<file path="config.mk">
export PLATFORM = sky130hd
export DESIGN_NAME = fifo_display_driver
export DESIGN_NICKNAME = d
export VERILOG_FILES = /design/src/rtl/fifo_disp_pkg.sv /design/src/rtl/hex_to_seg.sv /design/src/rtl/fifo_display_driver.sv
export SDC_FILE = /design/constraint.sdc
export NUM_CORES = 1
export LEC_CHECK = 0
export CAP_MARGIN = 10
export CORE_ASPECT_RATIO = 2
export CORE_MARGIN = 5
export CORE_UTILIZATION = 54
export CTS_CLUSTER_DIAMETER = 200
export DETAILED_ROUTE_END_ITERATION = 10
export PLACE_DENSITY = 0.76
export SLEW_MARGIN = 20
export SYNTH_ARGS = -nofsm -noshare
export SYNTH_HDL_FRONTEND = slang
export SYNTH_SLANG_ARGS = --single-unit
export TNS_END_PERCENT = 1
</file>
<file path="constraint.sdc">
create_clock -name clk -period 3.15 [get_ports clk]
set_clock_uncertainty 0.1 [all_clocks]
set_input_delay 0.4725 -clock clk [delete_from_list [all_inputs] [get_ports clk]]
set_output_delay 0.4725 -clock clk [all_outputs]
set_load 0.02 [all_outputs]
</file>
<file path="src/rtl/fifo_disp_pkg.sv">
// Shared constants for the FIFO status display: active-low {a..g} glyphs,
// blank pattern, digit count and default refresh divider.
package fifo_disp_pkg;

    localparam int NUM_DIGITS          = 8;
    localparam int DEFAULT_REFRESH_DIV = 100000;

    localparam logic [6:0] SEG_BLANK = 7'h7F;

    // Index is the hex value; bit 6 is segment a, bit 0 is segment g.
    localparam logic [6:0] SEG_GLYPH [16] = '{
        7'h01, 7'h4F, 7'h12, 7'h06,
        7'h4C, 7'h24, 7'h20, 7'h0F,
        7'h00, 7'h04, 7'h08, 7'h60,
        7'h31, 7'h42, 7'h30, 7'h38
    };

endpackage

</file>
<file path="src/rtl/hex_to_seg.sv">
// Combinational hex nibble to active-low seven-segment {a..g} decoder.
module hex_to_seg
    import fifo_disp_pkg::*;
(
    input  logic [3:0] nibble,
    output logic [6:0] seg
);

    always_comb begin
        seg = SEG_GLYPH[nibble];
    end

endmodule

</file>
<file path="src/rtl/fifo_display_driver.sv">
// Eight-digit multiplexed display of the last FIFO read byte and the full/empty flags.
// Define FIFO_DISP_COUNT_EN to build an 8-bit read counter shown on digits 5:4.
module fifo_display_driver
    import fifo_disp_pkg::*;
#(
    parameter int DSIZE       = 8,
    parameter int REFRESH_DIV = DEFAULT_REFRESH_DIV
) (
    input  logic             clk,
    input  logic             reset,
    input  logic [DSIZE-1:0] rdata,
    input  logic             rd_strobe,
    input  logic             wfull,
    input  logic             rempty,
    output logic             a,
    output logic             b,
    output logic             c,
    output logic             d,
    output logic             e,
    output logic             f,
    output logic             g,
    output logic [7:0]       anode
);

    localparam int              PW   = $clog2(REFRESH_DIV);
    localparam int              SW   = $clog2(NUM_DIGITS);
    localparam logic [PW-1:0]   LAST = PW'(REFRESH_DIV - 1);

    logic [PW-1:0] prescaler;
    logic [SW-1:0] scan_idx;
    logic [7:0]    capture;
    logic [6:0]    seg_q;
    logic [3:0]    nibble;
    logic          blank;
    logic [6:0]    glyph;

`ifdef FIFO_DISP_COUNT_EN
    logic [7:0]    read_count;
`endif

    // Digit mux: choose the nibble for the digit being scanned, or blank it.
    always_comb begin
        nibble = 4'h0;
        blank  = 1'b1;
        case (scan_idx)
            3'd0: begin nibble = capture[3:0]; blank = 1'b0; end
            3'd1: begin nibble = capture[7:4]; blank = 1'b0; end
`ifdef FIFO_DISP_COUNT_EN
            3'd4: begin nibble = read_count[3:0]; blank = 1'b0; end
            3'd5: begin nibble = read_count[7:4]; blank = 1'b0; end
`endif
            3'd6: begin nibble = 4'hE; blank = ~rempty; end
            3'd7: begin nibble = 4'hF; blank = ~wfull;  end
            default: ;
        endcase
    end

    hex_to_seg u_hex_to_seg (
        .nibble (nibble),
        .seg    (glyph)
    );

    always_ff @(posedge clk) begin
        if (reset) begin
            prescaler  <= '0;
            scan_idx   <= '0;
            capture    <= 8'h00;
            anode      <= 8'hFF;
            seg_q      <= SEG_BLANK;
`ifdef FIFO_DISP_COUNT_EN
            read_count <= 8'h00;
`endif
        end else begin
            if (prescaler == LAST) begin
                prescaler <= '0;
                scan_idx  <= scan_idx + 1'b1;
            end else begin
                prescaler <= prescaler + 1'b1;
            end
            if (rd_strobe) begin
                capture    <= rdata[7:0];
`ifdef FIFO_DISP_COUNT_EN
                read_count <= read_count + 8'd1;
`endif
            end
            // Outputs reflect the current scan index, so they trail it by one edge.
            anode <= ~(8'd1 << scan_idx);
            seg_q <= blank ? SEG_BLANK : glyph;
        end
    end

    assign {a, b, c, d, e, f, g} = seg_q;

endmodule

</file>
* Yosys cells after proc, flatten, opt, wreduce, memory -nomap -nowiden
Memories as Yosys holds them, arrays and structs flattened. A register that Yosys moved wholly into a read port is not among the register bits.
Cells that the tools add are included.
** Operators by class
- Add/subtract/negate cells :: 2
- Eq/ne operators :: 4
- Shift-type cells :: 1
- Mux-type cells :: 2
- Bitwise operators :: 4
- Reduce and logical (&&, ||, !) cells :: 4
** Operators by type and width (number)
- adder 17 x 1 -> 17 bit, second input constant :: 1
- == test 17 bit, second input constant :: 1
- one-hot mux 4 bit (4 select lines) :: 1
- inverter 8 bit :: 1
- << shifter 1 x 3 -> 8 bit, first input constant :: 1
- == test 3 bit, second input constant :: 2
- OR reduction 2 bit :: 3
- inverter 4 -> 5 bit :: 1
- adder 3 x 1 -> 3 bit, second input constant :: 1
- == test 3 x 1 -> 1 bit, second input constant :: 1
- logical NOT 3 bit :: 1
- one-hot mux 1 bit (3 select lines) :: 1
- inverter 1 bit :: 2
** Storage, ports and cells
- Register bits :: 36
- Memory bits (read-only) :: 112
- Input port bits :: 13
- Output and inout port bits :: 15
- Word-level logic and storage cells :: 22
- Memories :: 1
** Memories
- (no name shown) :: words 16, bits a word 7, rd ports 1, clocked after Yosys merged registers in 1, write ports 0, RTL line hex_to_seg.sv:10 : seg = SEG_GLYPH[nibble];

* Longest topological paths before layout
- Depth after elaboration :: 4
- Mapped depth :: 11
- Depth with buffers taken out :: 10

* Cells and area by module
From an unflattened synthesis, not the netlist that was laid out.
** Unflattened totals
- Cell total of the unflattened synthesis :: 210
- Area total of the unflattened synthesis :: 1975.6 sq um
** Modules (own cells, without submodules)
- fifo_display_driver :: times used 1, cells each 179, area an instance 1712.9 sq um, seq. area each 860.8 sq um
- hex_to_seg :: times used 1, cells each 31, area an instance 262.8 sq um, seq. area each 0.0 sq um

* Worst setup path before layout
OpenSTA, ideal clock, no wires.
- Path type :: register to register
- Start point :: register scan_idx[0]
- End point :: register seg_q[0]
- Library setup time :: 0.148 ns
- Data arrival time :: 2.094 ns
- Data required time :: 2.902 ns
- Setup slack :: 0.808 ns
- Stages on the path, launching flop included :: 12
- Path buffers :: 1
- Clock period less this slack :: 2.342 ns
- Path through :: dfxtp_1 inv_1 ha_1 clkbuf_1 a22oi_1 nor2_1 nor2_1 inv_1 ha_1 mux2_2 a21oi_1 o211ai_1
** Between the ends
- Longest elaborated chain between the ends :: 4
- Elaborated cells between the ends (all ways) :: 9
- Classes of those cells :: eq/ne: 3; mux: 2; bitwise: 1; reduce/logical: 3
** Ends and longest elaborated chain
- start: declaration :: RTL line fifo_display_driver.sv:30 : logic [SW-1:0] scan_idx;
- start signal: assignment :: RTL line fifo_display_driver.sv:76 : scan_idx <= scan_idx + 1'b1;
- == test 3 x 1 -> 1 bit / logical NOT 3 bit (equally long branches) :: RTL line fifo_display_driver.sv:45 : case (scan_idx)
- OR reduction 2 bit (no source line)
- one-hot mux 1 bit (3 select lines) :: RTL line fifo_display_driver.sv:45
- OR reduction 2 bit (no source line)
- end: declaration :: RTL line fifo_display_driver.sv:32 : logic [6:0] seg_q;
Several ways; a longest one is shown, not always the timed one.
A chain may end at the register's enable or synchronous reset.

* Worst setup path in the final report
Ends and elaborated chain as after synthesis.

==> metrics <==
RD Place Congestion=0.893; pwr dens=480 nW/um2; Die Span X=53.7 um; CTS Buffer Depth=2; io pins=28; CTS tree=yes; time the worst path needs with I/O delays and setup=2.58 ns; TritonCTS Buffers=5; CTS Hold Bufs=0; # H-tree levels=2; worst skew pair latency=0.29 ns; antenna-violating nets left=0; # Post-CTS Setup Buffers=0; WL final=4300 um; VDD IR max=0.432 mV; RSZ-0062 raised after global routing=no; Final #Nets=274; # fillers=326; Final period util=0.820; leak pwr=0.000999 uW; Final Power=1190 uW; # DRC=0; Synth Area per Inst=9.23 um2; diode count=0; Min-Delay Path Class=reg -> reg; sequential element share of the synthesized area=0.418; Die Y-Extent=97.3 um; GRT Util Overall=0.180; hpwl dp=3340 um; Port Buffers=27; die area=5220 um2; Max Fclk=0.387 GHz; Initial Util=0.565; Post-Place Cells=290; actual slew at the worst max-slew pin=0.685 ns; Post-synth EDFFs=0; area grow syn2layout=20.5%; Max Cap Viol=0; antenna violations before repair=0; Setup CP Type=reg -> reg; Finish-stage setup viols=0; layout cells sized above 1=0.0884; Fin. Hold Viols=0; # rows=31; Synth Register Bits=43; Critical Path RT=3.20 ns; Core Area=3650 um2; Crit Path Max Fanout=8; clk sinks=43; number of DRC markers in iteration 0=44; Slew HR=0.543; global route overflow=0; routed vias/inst=5.60; status=finished clean; setup tns final=0 ns; ys flop type=dfxtp_1; synthesized instance count=223; 1st-pass router iterations=4; routed len/inst=14.4 um; Netlist Area Pre-Place=2060 um2; largest net degree at the start of global routing=17; CP endpoint kind=flip-flop; final std cells w/o fill=298; Post-synth ARST share=0; global-route wire length before repair=7090 um; root buffer cell=clkbuf_8; vias in the first global route=1,642; Final Max Tran Viols=0; startpoint types=flip-flop; Reg clk slew, reported paths=0.08 ns; syn nets=249; vias=1,669; yosys warns=0; post-cts gate resize count=0; Crit path arrival time=2.64 ns; Netlist cell types=44
## layout by cell type (no fill, tap or decap), drive strengths merged, types with 2 or more instances in the layout
cell type | Yosys | layout
o211ai | 3 | 3
clkdlybuf4s50 | 0 | 27
dfxtp | 43 | 43
mux2i | 8 | 8
or3 | 2 | 2
nand4 | 9 | 9
o21ai | 6 | 6
nand3 | 8 | 8
xor2 | 11 | 11
clkbuf | 7 | 6
buf | 4 | 2
ha | 13 | 13
o31ai | 5 | 5
a21oi | 10 | 10
nor3 | 2 | 2
nand2b | 3 | 3
xnor2 | 3 | 3
and3 | 3 | 3
and4 | 4 | 4
nor2b | 2 | 2
o21a | 2 | 2
nor2 | 35 | 35
a22oi | 4 | 4
inv | 6 | 6
nand2 | 17 | 17
bufinv | 0 | 2
## metal layers
layer  share of wire  vias up  wire [um]  track usage
li1                -      825          -            -
met1            0.34      783       1460        0.153
met2            0.59       47       2550        0.351
met3           0.039       14        168       0.0399
met4           0.029        0        125       0.0886
met5               0        -          0            0
## power breakdown
part / internal (uW) / switching, uW
logic: 57.4 / 58.4
registers: 562 / 9.40
clock network: 317 / 187
## registers in the layout, indices dropped and copies added, names as in the netlist
signal and flops:
prescaler 17, anode 8, scan_idx 3, seg_q 7
capture 8
## metrics by stage
stage,setup slack (ns),util,hold WS [ns],instance area (um2)
finish,0.566,0.680,0.378,2480
global route,0.327,0.680,0.407,2480
CTS,0.561,0.680,0.377,2480
detailed placement,0.616,0.644,0.358,2350
global placement,0.740,0.644,0.342,2350
floorplan,0.808,-,0.326,2060
## final timing paths
path / from / to / slack, ns / cells past startpoint
max: scan_idx[0] / seg_q[0] / 0.57 / 10
min: prescaler[0] / prescaler[0] / 0.38 / 1
max reg2reg: scan_idx[0] / seg_q[0] / 0.57 / 10
min reg2reg: prescaler[0] / prescaler[0] / 0.38 / 1
## layout make-up
cell class,count,area (um2),area share
Clock buffer,6,72.6,0.0293
Clock inverter,2,60.1,0.0242
Inverter,6,22.5,0.00908
Multi-Input combinational cell,163,1120,0.451
Sequential cell,43,861,0.347
Tap cell,49,61.3,0.0247
Timing Repair Buffer,29,285,0.115
## cell families after synthesis
group	synth area share
adder cells (fa/ha/maj)	0.0790
XOR/XNOR	0.0596
buffers and inverters	0.0389
flip-flops	0.418
multiplexers	0.0444
AO/OA/AOI/OAI	0.132
AND/OR/NAND/NOR	0.228
## worst max-delay path, stage by stage (launching register included)
cell	delay [ns]
dfxtp_1	0.39
inv_1	0.10
ha_1	0.30
a22oi_1	0.27
nor2_1	0.07
nor2_1	0.31
inv_1	0.13
ha_1	0.28
mux2_2	0.28
a21oi_1	0.14
o211ai_1	0.09
## cell usage after synthesis (all sizes together) (2+ instances only)
library cell  number  area share
a21oi             10       0.026
a22oi              4       0.019
and3               3      0.0097
and4               4       0.017
buf                4       0.015
clkbuf             7       0.013
dfxtp             43        0.42
ha                13       0.079
inv                6       0.011
mux2i              8       0.039
nand2             17       0.036
nand2b             3      0.0091
nand3              8       0.019
nand4              9       0.027
nor2              35       0.064
nor2b              2      0.0061
nor3               2      0.0049
o211ai             3       0.011
o21a               2      0.0073
o21ai              6       0.015
o31ai              5       0.018
or3                2      0.0061
xnor2              3       0.013
xor2              11       0.047
(Power assumes the default switching activity.)
